`config.mk`:
```
export PLATFORM = sky130hd
export DESIGN_NAME = cache_mem_arbiter_flat
export DESIGN_NICKNAME = d
export VERILOG_FILES = /design/src/rtl/cache_mem_arbiter_if.sv /design/src/rtl/cache_mem_arbiter.sv /design/src/flat_wrapper.sv
export SDC_FILE = /design/constraint.sdc
export NUM_CORES = 1
export LEC_CHECK = 0
export CAP_MARGIN = 20
export CORE_AREA = 2 2 192 194
export CTS_BUF_LIST = sky130_fd_sc_hd__clkbuf_8
export DETAILED_ROUTE_END_ITERATION = 16
export DIE_AREA = 0 0 194 196
export SLEW_MARGIN = 40
export SYNTH_ARGS = -nofsm -noshare
export SYNTH_HDL_FRONTEND = slang
export SYNTH_SLANG_ARGS = --single-unit
```
`constraint.sdc`:
```
create_clock -name clk -period 1.95 [get_ports clk]
set_clock_uncertainty 0.05 [all_clocks]
set_input_delay 0.4875 -clock clk [delete_from_list [all_inputs] [get_ports clk]]
set_output_delay 0.4875 -clock clk [all_outputs]
set_load 0.01 [all_outputs]
```
`src/rtl/cache_mem_arbiter_if.sv`:
```
// ----------------------------------------------------------------------------
// cache_mem_arbiter_if
//
// Bundles every handshake and bus signal around the cache/memory arbiter:
//   I-cache side : i_req, i_addr              -> arbiter
//                  i_ack, i_rdata, i_err      <- arbiter
//   D-cache side : d_req, d_we, d_addr,
//                  d_boff, d_wdata            -> arbiter
//                  d_ack, d_rdata, d_err      <- arbiter
//   Memory side  : mem_req, mem_we, mem_addr,
//                  mem_boff, mem_wdata        <- arbiter
//                  mem_rdata, mem_ack         -> arbiter
//   Status       : arb_busy, owner_d          <- arbiter
//
// Modports:
//   master : the arbiter itself (it masters the shared memory port)
//   slave  : the surrounding system (both caches plus main memory)
// ----------------------------------------------------------------------------
interface cache_mem_arbiter_if #(
    parameter int ADDR_W = 8,
    parameter int LINE_W = 128,
    parameter int WORD_W = 32
);

    // I-cache requester
    logic              i_req;
    logic [ADDR_W-1:0] i_addr;
    logic              i_ack;
    logic [LINE_W-1:0] i_rdata;
    logic              i_err;

    // D-cache requester
    logic              d_req;
    logic              d_we;
    logic [ADDR_W-1:0] d_addr;
    logic [1:0]        d_boff;
    logic [WORD_W-1:0] d_wdata;
    logic              d_ack;
    logic [LINE_W-1:0] d_rdata;
    logic              d_err;

    // Shared main-memory port
    logic              mem_req;
    logic              mem_we;
    logic [ADDR_W-1:0] mem_addr;
    logic [1:0]        mem_boff;
    logic [WORD_W-1:0] mem_wdata;
    logic [LINE_W-1:0] mem_rdata;
    logic              mem_ack;

    // Status
    logic              arb_busy;
    logic              owner_d;

    modport master (
        input  i_req, i_addr,
        input  d_req, d_we, d_addr, d_boff, d_wdata,
        input  mem_rdata, mem_ack,
        output i_ack, i_rdata, i_err,
        output d_ack, d_rdata, d_err,
        output mem_req, mem_we, mem_addr, mem_boff, mem_wdata,
        output arb_busy, owner_d
    );

    modport slave (
        output i_req, i_addr,
        output d_req, d_we, d_addr, d_boff, d_wdata,
        output mem_rdata, mem_ack,
        input  i_ack, i_rdata, i_err,
        input  d_ack, d_rdata, d_err,
        input  mem_req, mem_we, mem_addr, mem_boff, mem_wdata,
        input  arb_busy, owner_d
    );

endinterface

```
`src/rtl/cache_mem_arbiter.sv`:
```
// ----------------------------------------------------------------------------
// cache_mem_arbiter
//
// Shares one main-memory port between the I-cache line-refill requester and
// the D-cache requester (line refill or write-through word). Requests are
// arbitrated round-robin, exactly one memory transaction is in flight at a
// time, and the winner receives a single-cycle ack carrying either the read
// line, zero (writes) or a timeout error.
//
// Ports:
//   clk      : clock
//   reset_n  : asynchronous, active-low reset
//   bus      : cache_mem_arbiter_if.master -- I/D request/response channels,
//              memory request/response channel, arb_busy and owner_d status
//
// Parameters:
//   ADDR_W         : line address width
//   LINE_W         : refill line width
//   WORD_W         : write-through word width
//   TIMEOUT_CYCLES : max BUSY cycles waiting for mem_ack, 0 disables timeout
//
// Every output is driven straight from a flop.
// ----------------------------------------------------------------------------
module cache_mem_arbiter #(
    parameter int ADDR_W         = 8,
    parameter int LINE_W         = 128,
    parameter int WORD_W         = 32,
    parameter int TIMEOUT_CYCLES = 64
) (
    input  logic                clk,
    input  logic                reset_n,
    cache_mem_arbiter_if.master bus
);

    typedef enum logic [1:0] {
        IDLE = 2'd0,
        BUSY = 2'd1,
        RESP = 2'd2
    } state_t;

    // Counter must be able to hold TIMEOUT_CYCLES; a disabled timeout still
    // needs a legal one-bit vector.
    localparam int              CNT_W      = (TIMEOUT_CYCLES > 0) ? $clog2(TIMEOUT_CYCLES + 1) : 1;
    localparam logic [CNT_W-1:0] CNT_LAST  = CNT_W'(TIMEOUT_CYCLES - 1);
    localparam logic [CNT_W-1:0] CNT_MAX   = '1;
    localparam bit              TIMEOUT_EN = (TIMEOUT_CYCLES != 0);

    state_t            state_q,     state_d;
    logic              owner_d_q,   owner_d_d;
    logic [CNT_W-1:0]  cnt_q,       cnt_d;
    logic              arb_busy_q,  arb_busy_d;

    logic              mem_req_q,   mem_req_d;
    logic              mem_we_q,    mem_we_d;
    logic [ADDR_W-1:0] mem_addr_q,  mem_addr_d;
    logic [1:0]        mem_boff_q,  mem_boff_d;
    logic [WORD_W-1:0] mem_wdata_q, mem_wdata_d;

    logic              i_ack_q,     i_ack_d;
    logic [LINE_W-1:0] i_rdata_q,   i_rdata_d;
    logic              i_err_q,     i_err_d;
    logic              d_ack_q,     d_ack_d;
    logic [LINE_W-1:0] d_rdata_q,   d_rdata_d;
    logic              d_err_q,     d_err_d;

    logic              grant_d;
    logic              timeout_hit;
    logic [LINE_W-1:0] resp_line;

    // Next-state and next-output logic.
    // The ack/err/rdata outputs default to zero so that they form a
    // one-cycle pulse in RESP; everything on the memory side holds its
    // value unless a grant or completion changes it.
    always_comb begin
        state_d     = state_q;
        owner_d_d   = owner_d_q;
        cnt_d       = cnt_q;
        mem_req_d   = mem_req_q;
        mem_we_d    = mem_we_q;
        mem_addr_d  = mem_addr_q;
        mem_boff_d  = mem_boff_q;
        mem_wdata_d = mem_wdata_q;
        i_ack_d     = 1'b0;
        i_rdata_d   = '0;
        i_err_d     = 1'b0;
        d_ack_d     = 1'b0;
        d_rdata_d   = '0;
        d_err_d     = 1'b0;
        grant_d     = 1'b0;
        timeout_hit = 1'b0;
        resp_line   = '0;

        unique case (state_q)
            IDLE: begin
                if (bus.i_req || bus.d_req) begin
                    // On a tie the D-cache wins unless it had the last grant.
                    grant_d   = bus.d_req && (!bus.i_req || !owner_d_q);
                    state_d   = BUSY;
                    mem_req_d = 1'b1;
                    owner_d_d = grant_d;
                    cnt_d     = '0;
                    if (grant_d) begin
                        mem_we_d    = bus.d_we;
                        mem_addr_d  = bus.d_addr;
                        mem_boff_d  = bus.d_boff;
                        mem_wdata_d = bus.d_wdata;
                    end else begin
                        mem_we_d    = 1'b0;
                        mem_addr_d  = bus.i_addr;
                        mem_boff_d  = 2'd0;
                        mem_wdata_d = '0;
                    end
                end
            end

            BUSY: begin
                if (cnt_q != CNT_MAX) begin
                    cnt_d = cnt_q + 1'b1;
                end
                timeout_hit = TIMEOUT_EN && (cnt_q == CNT_LAST);
                // A mem_ack arriving in the last allowed cycle still counts
                // as a normal completion, so it is tested first.
                if (bus.mem_ack || timeout_hit) begin
                    state_d   = RESP;
                    mem_req_d = 1'b0;
                    if (bus.mem_ack && !mem_we_q) begin
                        resp_line = bus.mem_rdata;
                    end
                    if (owner_d_q) begin
                        d_ack_d   = 1'b1;
                        d_rdata_d = resp_line;
                        d_err_d   = !bus.mem_ack;
                    end else begin
                        i_ack_d   = 1'b1;
                        i_rdata_d = resp_line;
                        i_err_d   = !bus.mem_ack;
                    end
                end
            end

            RESP: begin
                state_d = IDLE;
            end

            default: begin
                state_d = IDLE;
            end
        endcase

        arb_busy_d = (state_d != IDLE);
    end

    // State and output registers. Reset aborts any transaction in flight
    // and drops mem_req without waiting for a clock edge.
    always_ff @(posedge clk or negedge reset_n) begin
        if (!reset_n) begin
            state_q     <= IDLE;
            owner_d_q   <= 1'b0;
            cnt_q       <= '0;
            arb_busy_q  <= 1'b0;
            mem_req_q   <= 1'b0;
            mem_we_q    <= 1'b0;
            mem_addr_q  <= '0;
            mem_boff_q  <= 2'd0;
            mem_wdata_q <= '0;
            i_ack_q     <= 1'b0;
            i_rdata_q   <= '0;
            i_err_q     <= 1'b0;
            d_ack_q     <= 1'b0;
            d_rdata_q   <= '0;
            d_err_q     <= 1'b0;
        end else begin
            state_q     <= state_d;
            owner_d_q   <= owner_d_d;
            cnt_q       <= cnt_d;
            arb_busy_q  <= arb_busy_d;
            mem_req_q   <= mem_req_d;
            mem_we_q    <= mem_we_d;
            mem_addr_q  <= mem_addr_d;
            mem_boff_q  <= mem_boff_d;
            mem_wdata_q <= mem_wdata_d;
            i_ack_q     <= i_ack_d;
            i_rdata_q   <= i_rdata_d;
            i_err_q     <= i_err_d;
            d_ack_q     <= d_ack_d;
            d_rdata_q   <= d_rdata_d;
            d_err_q     <= d_err_d;
        end
    end

    assign bus.mem_req   = mem_req_q;
    assign bus.mem_we    = mem_we_q;
    assign bus.mem_addr  = mem_addr_q;
    assign bus.mem_boff  = mem_boff_q;
    assign bus.mem_wdata = mem_wdata_q;
    assign bus.i_ack     = i_ack_q;
    assign bus.i_rdata   = i_rdata_q;
    assign bus.i_err     = i_err_q;
    assign bus.d_ack     = d_ack_q;
    assign bus.d_rdata   = d_rdata_q;
    assign bus.d_err     = d_err_q;
    assign bus.arb_busy  = arb_busy_q;
    assign bus.owner_d   = owner_d_q;

endmodule

```
`src/flat_wrapper.sv`:
```
// flat-port wrapper written by rule: the top's interface ports become plain ports
module cache_mem_arbiter_flat 
#(
    parameter int ADDR_W         = 8,
    parameter int LINE_W         = 128,
    parameter int WORD_W         = 32,
    parameter int TIMEOUT_CYCLES = 64
)
  (clk, reset_n, bus_i_req, bus_i_addr, bus_d_req, bus_d_we, bus_d_addr, bus_d_boff, bus_d_wdata, bus_mem_rdata, bus_mem_ack, bus_i_ack, bus_i_rdata, bus_i_err, bus_d_ack, bus_d_rdata, bus_d_err, bus_mem_req, bus_mem_we, bus_mem_addr, bus_mem_boff, bus_mem_wdata, bus_arb_busy, bus_owner_d);
  cache_mem_arbiter_if #(.ADDR_W(ADDR_W), .LINE_W(LINE_W), .WORD_W(WORD_W)) bus_i ();
  input  logic clk;
  input  logic reset_n;
  input wire logic [$bits(bus_i.i_req)-1:0] bus_i_req;
  input wire logic [$bits(bus_i.i_addr)-1:0] bus_i_addr;
  input wire logic [$bits(bus_i.d_req)-1:0] bus_d_req;
  input wire logic [$bits(bus_i.d_we)-1:0] bus_d_we;
  input wire logic [$bits(bus_i.d_addr)-1:0] bus_d_addr;
  input wire logic [$bits(bus_i.d_boff)-1:0] bus_d_boff;
  input wire logic [$bits(bus_i.d_wdata)-1:0] bus_d_wdata;
  input wire logic [$bits(bus_i.mem_rdata)-1:0] bus_mem_rdata;
  input wire logic [$bits(bus_i.mem_ack)-1:0] bus_mem_ack;
  output wire logic [$bits(bus_i.i_ack)-1:0] bus_i_ack;
  output wire logic [$bits(bus_i.i_rdata)-1:0] bus_i_rdata;
  output wire logic [$bits(bus_i.i_err)-1:0] bus_i_err;
  output wire logic [$bits(bus_i.d_ack)-1:0] bus_d_ack;
  output wire logic [$bits(bus_i.d_rdata)-1:0] bus_d_rdata;
  output wire logic [$bits(bus_i.d_err)-1:0] bus_d_err;
  output wire logic [$bits(bus_i.mem_req)-1:0] bus_mem_req;
  output wire logic [$bits(bus_i.mem_we)-1:0] bus_mem_we;
  output wire logic [$bits(bus_i.mem_addr)-1:0] bus_mem_addr;
  output wire logic [$bits(bus_i.mem_boff)-1:0] bus_mem_boff;
  output wire logic [$bits(bus_i.mem_wdata)-1:0] bus_mem_wdata;
  output wire logic [$bits(bus_i.arb_busy)-1:0] bus_arb_busy;
  output wire logic [$bits(bus_i.owner_d)-1:0] bus_owner_d;
  assign bus_i.i_req = bus_i_req;
  assign bus_i.i_addr = bus_i_addr;
  assign bus_i.d_req = bus_d_req;
  assign bus_i.d_we = bus_d_we;
  assign bus_i.d_addr = bus_d_addr;
  assign bus_i.d_boff = bus_d_boff;
  assign bus_i.d_wdata = bus_d_wdata;
  assign bus_i.mem_rdata = bus_mem_rdata;
  assign bus_i.mem_ack = bus_mem_ack;
  assign bus_i_ack = bus_i.i_ack;
  assign bus_i_rdata = bus_i.i_rdata;
  assign bus_i_err = bus_i.i_err;
  assign bus_d_ack = bus_i.d_ack;
  assign bus_d_rdata = bus_i.d_rdata;
  assign bus_d_err = bus_i.d_err;
  assign bus_mem_req = bus_i.mem_req;
  assign bus_mem_we = bus_i.mem_we;
  assign bus_mem_addr = bus_i.mem_addr;
  assign bus_mem_boff = bus_i.mem_boff;
  assign bus_mem_wdata = bus_i.mem_wdata;
  assign bus_arb_busy = bus_i.arb_busy;
  assign bus_owner_d = bus_i.owner_d;
  cache_mem_arbiter #(.ADDR_W(ADDR_W), .LINE_W(LINE_W), .WORD_W(WORD_W), .TIMEOUT_CYCLES(TIMEOUT_CYCLES)) u_core (.clk(clk), .reset_n(reset_n), .bus(bus_i));
endmodule
```
==> metrics <==
top-area cell type share of the netlist area 73.4%; CP max-delay cell dfrtp_4; Antenna Cells 0; critical path startpoint category flip-flop; Port Buffer Count 489; die area 38000 sq um; critical path data arrival time 1.33 ns; DRT Pass-1 Iters 4; most common flop cell mapped by yosys dfrtp_1; leak pwr 9.54 nW; via count 8165; Mapped Area 10700 sq um; Peak VDD IR 0.000685 V; met3 WL 2660 um; grt ovf 0; Pins Over Slew Limit 0; count leader, synth dfrtp_1; ordered list of cells on the worst path clkdlybuf4s15_2; hold slack 0.333 ns; Tot Pwr 18.8 mW; R2R depth 5; die width 194 um; die height 196 um; Max Fanout on Critical Path 2; wl on met1 13100 um; number of synthesized flops with an enable pin 0; post-synth cell types 31; Slew HR 59.9%; layout cell share with drive strength beyond 1 9.84%; final hold violations 0; post-route ant nets 0; Buf/Inv on CP 1; Routed WL per cell 17.3 um; TritonCTS buffer count 53; initial core utilization 29.8%; WL final 33000 um; Placement Setup Slack -0.201 ns; outcome finished, final reports clean; met2 wire len 16300 um; Area Growth Syn to Fin 62.0%; GR Util All Layers 17.3%; critical path class reg2out; Tmin final 1.86 ns; ys async rst share 100%; area taken by multi-input logic gates 2550 sq um; fillcell total 3396; Sequential Area 7890 sq um; final setup margin 0.0855 ns; Min-Delay Path Class in2async; Boundary Pins 490; post-synthesis register bit count 315; initial DRC count 235; worst-skew pair later-pin latency 0.60 ns; sequential fraction of the synthesis area 73.4%; CP required 1.41 ns; Warnings, synthesis 0; Row Count 70; # H-tree levels 2; post-synthesis cell count 866; instance count on the critical path 1; Final Wtd Congestion 0.792; core area 36100 sq um; period utilization 95.6%; synth cell count leaders dfrtp_1, nor2_1, nand2b_1; vias in the first global route 8679; largest net degree at the start of global routing 130; dominant cells by area after synthesis dfrtp_1, nor2_1, nand2b_1, a22o_1, buf_2; Final TNS setup 0 ns; PD cells 1080 nW/um^2; post-DR vias/cell 4.27; Slew @ Worst Pin 0.601 ns; max-cap violations 0; final setup vio count 0; Max Clock Freq 536 MHz; first-pass GRT wire length 50900 um; TritonCTS Sinks 315; fin nets 1587; # DRC 0; Post-Syn Nets 1051; Crit. End Element output port; CTS clock-pin slew for the worst setup and hold paths 0.06 ns; CTS tree done; max layer used met4; RSZ-0062 raised after global routing no; Synth area leader dfrtp_1; Root Buffer clkbuf_8; antenna violations before repair 0; DP HPWL 23800 um; Worst path top cell family by delay flip-flops; Mean Syn Cell Area 12.4 sq um; Clock Path Buffers 3; slowest stage delay, CP 0.48 ns
-- layer usage --
layer	track usage [%]	vias up
met3	6.21	63
li1	-	3813
met2	29.0	334
met4	6.45	0
met1	20.3	3955
met5	0	-
-- cell families (layout without fill, tap and decap cells) --
| family | after synthesis | in the layout | synth area share [%] |
|---|---|---|---|
| adder cells (fa/ha/maj) | 1 | 1 | 0.116 |
| flip-flops | 315 | 315 | 73.4 |
| multiplexers | 8 | 8 | 0.746 |
| AO/OA/AOI/OAI | 63 | 63 | 4.50 |
| buffers and inverters | 60 | 637 | 3.12 |
| AND/OR/NAND/NOR | 419 | 419 | 18.1 |
-- placed cells by master (no fill, tap or decap), types with 3 or more instances in the layout --
master / count
nand2_1: 9
o21ai_1: 12
dfrtp_1: 314
o31ai_1: 6
nand4_1: 3
nor2_1: 261
inv_1: 13
nand3_1: 4
mux2i_1: 8
a22o_1: 35
nand2b_1: 131
buf_4: 26
clkbuf_8: 69
dlygate4sd2_1: 301
clkdlybuf4s15_1: 4
bufinv_16: 6
clkinv_2: 10
clkdlybuf4s50_1: 182
buf_12: 20
a31oi_1: 3
-- sequential cells by signal (all words and copies together) (netlist names), 2 cells and up --
register and count:
u_core.bus.d_rdata 128, u_core.bus.i_rdata 128, u_core.bus.mem_wdata 32, u_core.cnt_q 7, u_core.bus.mem_addr 8, u_core.bus.mem_boff 2, u_core.state_q 2
-- report_power, final --
part           internal [mW]  total, mW  switching (mW)
clock network           3.97       6.66            2.69
logic                   2.11       4.43            2.32
registers               7.36       7.72           0.366
-- cell type report --
type / count / share of cell area, %
multi-input cells: 491 / 14.6
flip-flops and latches: 315 / 45.3
clock buffers: 69 / 5.46
clock inverters: 27 / 1.60
well taps: 468 / 3.37
inverters: 5 / 0.108
repair buffers: 536 / 29.5
-- worst paths after layout --
path	from	end	slack (ns)
worst max-delay path	u_core.bus.mem_we	bus_mem_we	0.09
worst min-delay path	reset_n	u_core.bus.i_rdata[53]	0.33
worst max register to register	u_core.cnt_q[0]	u_core.cnt_q[4]	0.21
worst min register to register	u_core.bus.mem_req	u_core.bus.mem_req	0.43
max in group asynchronous	reset_n	u_core.cnt_q[2]	0.79
min in group clk	bus_mem_rdata[36]	u_core.bus.d_rdata[36]	0.39
-- per-stage QoR --
stage	cells	area [sq um]	util, %
floorplan	866	10700	-
global placement	1814	16500	45.8
detailed placement	1814	16500	45.8
CTS	1911	17400	48.2
global route	1911	17400	48.2
finish	1911	17400	48.2
-- timing repair --
action                                 CTS  global route
setup buffers                            0             0
hold buffers                             1             0
setup endpoints to repair              306             0
endpoints found under the hold margin   32             0
gates resized for setup                312             0
No activity file was read; power rests on OpenSTA's default activity.
==> variant (config.mk and constraints unchanged) <==
Take the reset off `d_rdata_q` and load it in a clocked block of its own.
--- a/src/rtl/cache_mem_arbiter.sv
+++ b/src/rtl/cache_mem_arbiter.sv
@@ -167,7 +167,6 @@
             i_rdata_q   <= '0;
             i_err_q     <= 1'b0;
             d_ack_q     <= 1'b0;
-            d_rdata_q   <= '0;
             d_err_q     <= 1'b0;
         end else begin
             state_q     <= state_d;
@@ -183,9 +182,12 @@
             i_rdata_q   <= i_rdata_d;
             i_err_q     <= i_err_d;
             d_ack_q     <= d_ack_d;
-            d_rdata_q   <= d_rdata_d;
             d_err_q     <= d_err_d;
         end
+    end
+
+    always_ff @(posedge clk) begin
+        d_rdata_q <= d_rdata_d;
     end
 
     assign bus.mem_req   = mem_req_q;
Check against the original RTL: differs if reset_n is asserted again (counterexample within 4 cycles, from zero or initial values and one cycle with reset_n low); with reset_n held inactive, the same outputs for 4 cycles.
==> variant against the unedited design <==
- design area down 6.7%
- first-iteration DRC count decreased by 15%
- setup slack gained 0.029 ns
- hold slack improved by 0.027 ns
- via count shrank 13%
- sequential cell count stayed put
- routed wire length shrank 9.0%
- power down 9.5%
- synthesized area is 8.1% lower
- critical endpoint is now bus_i_rdata[11]
- largest cell class unchanged
==> variant: results (changes against the unedited design) <==
* Netlist cell types at 35 (+13%)
* Pin count of the biggest net entering global routing at 53 (-59%)
* Mapped Nets at 910 (-13%)
* Worst slack, placed at -0.135 ns (+0.0653 ns)
* Share of layout cells above drive strength 1 at 8.67% (-1.2 points)
* Fillcell total at 3507 (+3.3%)
* GPL Wtd Cong at 0.777 (-1.9%)
* Drt first-iter violations at 200 (-15%)
* Area contributors post-synth: dfrtp_1, dfxtp_1, and2_1
* Clk root buf: clkbuf_8
* Layout Nets at 1446 (-8.9%)
* Tightest Pin Transition at 0.424 ns (-0.177 ns)
* First-pass GRT wire length at 46.0 mm (-9.7%)
* Int Pwr at 12.4 mW (-7.7%)
* Antenna violations before repair at 2 (+2)
* Register area share after synthesis at 73.3% (about the same)
* Peak supply drop at 576 uV (-16%)
* Hold crit path type: in -> async
* Vias in the first global route at 7635 (-12%)
* Placed insts at 1673 (-7.8%)
* Commonest cells post-synth: and2_1, dfrtp_1, dfxtp_1
* Ys flop type: dfrtp_1
* Bufs on Longest Clock Path at 3 (unchanged)
* H-tree lvl count at 2 (unchanged)
* Routed wire length at 30.1 mm (-9.0%)
* DPL Wire Length at 22.0 mm (-7.6%)
* Async SR Flop Fraction at 59.4% (-41 points)
* P_leak at 8.63 nW (-9.6%)
* Clock latency on the worst-skew pair at 0.60 ns (about the same)
* Cell area after placement at 15500 sq um (-6.2%)
* Worst path slowest cell: dfrtp_1
* Clk pin slew, worst setup/hold paths at 0.06 ns (about the same)
* Drt first pass iters at 4 (unchanged)
* Run status: finished clean
* Post-layout total power at 17.0 mW (-9.5%)
* Critical path peak fanout at 1 (-1)
* Mapped Avg Cell Area at 13.6 sq um (+9.8%)
* CTS buffer count at 52 (-1.9%)
* CP max stage delay at 0.39 ns (-0.09 ns)
* All-Layer GR Usage at 15.7% (-1.6 points)
* Final cell count without fillers at 1775 (-7.1%)
* Yosys warns at 0 (unchanged)
* Vias/cell at 4.02 (-6.0%)
* Top delay family on crit path: flip-flops
* Port bufs at 489 (unchanged)
* CP arrival at 1.30 ns (-0.03 ns)
-- variant: changes by cell type after synthesis, sizes merged, moves of 2 or more --
cell    before  now
nor4         0    2
dfrtp      315  187
buf         41   26
and2         1  258
dfxtp        0  128
nand2b     131    3
nor2       261    5
-- variant: repair_timing --
item	in CTS	in global routing
gates cloned	0	0
buffers inserted	1	0
endpoints found under the hold margin	35	0
endpoints found under the setup margin	306	1
hold buffers	1	0
resized for setup	309	1
-- variant: logic make-up after synthesis --
family / Yosys count / synth area share [%]
DFF: 315 / 73.3
and+or+nand+nor: 292 / 18.3
AOI/OAI and AO/OA: 62 / 4.85
buffers and inverters: 47 / 2.56
muxes: 8 / 0.811
adders and majority gates: 1 / 0.127
-- variant: layer usage --
metal	share of wire (%)	track usage [%]	up-vias
li1	-	-	3407
met1	40	18.0	3369
met2	49	26.4	304
met3	8.6	6.33	47
met4	2.2	5.53	0
met5	0	0	-
-- variant: cell type report --
class / count / area (sq um) / share of cell area, %
flip-flops and latches: 315 / 7240 / 44.6
repair buffers: 523 / 4900 / 30.2
multi-input cells: 363 / 2400 / 14.8
clock buffers: 66 / 908 / 5.59
well taps: 468 / 586 / 3.61
clock inverters: 31 / 178 / 1.09
inverters: 6 / 22.5 / 0.139
diodes: 3 / 7.51 / 0.0462
-- variant: worst paths after layout --
check / startpoint / to / slack [ns] / cells past startpoint
setup / recovery: u_core.bus.i_rdata[11] / bus_i_rdata[11] / 0.11 / 1
hold / removal: reset_n / u_core.bus.i_rdata[100] / 0.36 / 2
setup reg to reg: u_core.cnt_q[0] / u_core.cnt_q[4] / 0.21 / 5
hold reg to reg: u_core.bus.mem_addr[7] / u_core.bus.mem_addr[7] / 0.43 / 2
max in group asynchronous: reset_n / u_core.bus.i_rdata[69] / 0.84 / 3
min in group clk: bus_mem_rdata[121] / u_core.bus.i_rdata[121] / 0.41 / 2
-- variant: through the flow --
step	hold WS (ns)	util, %
CTS	0.305	45.0
global route	0.349	45.0
finish	0.360	45.0
detailed placement	0.429	43.0
global placement	0.422	43.0
floorplan	0.142	-
-- variant: power by group through the flow --
stage | registers (mW) | logic [mW] | clock network (mW)
6_report | 7.65 | 3.46 | 5.91
4_1_cts | 7.66 | 3.54 | 6.14
3_5_place_dp | 7.81 | 4.06 | 0
5_1_grt | 7.74 | 3.76 | 6.43
3_3_place_gp | 7.80 | 4.04 | 0
2_1_floorplan | 8.19 | 1.03 | 0
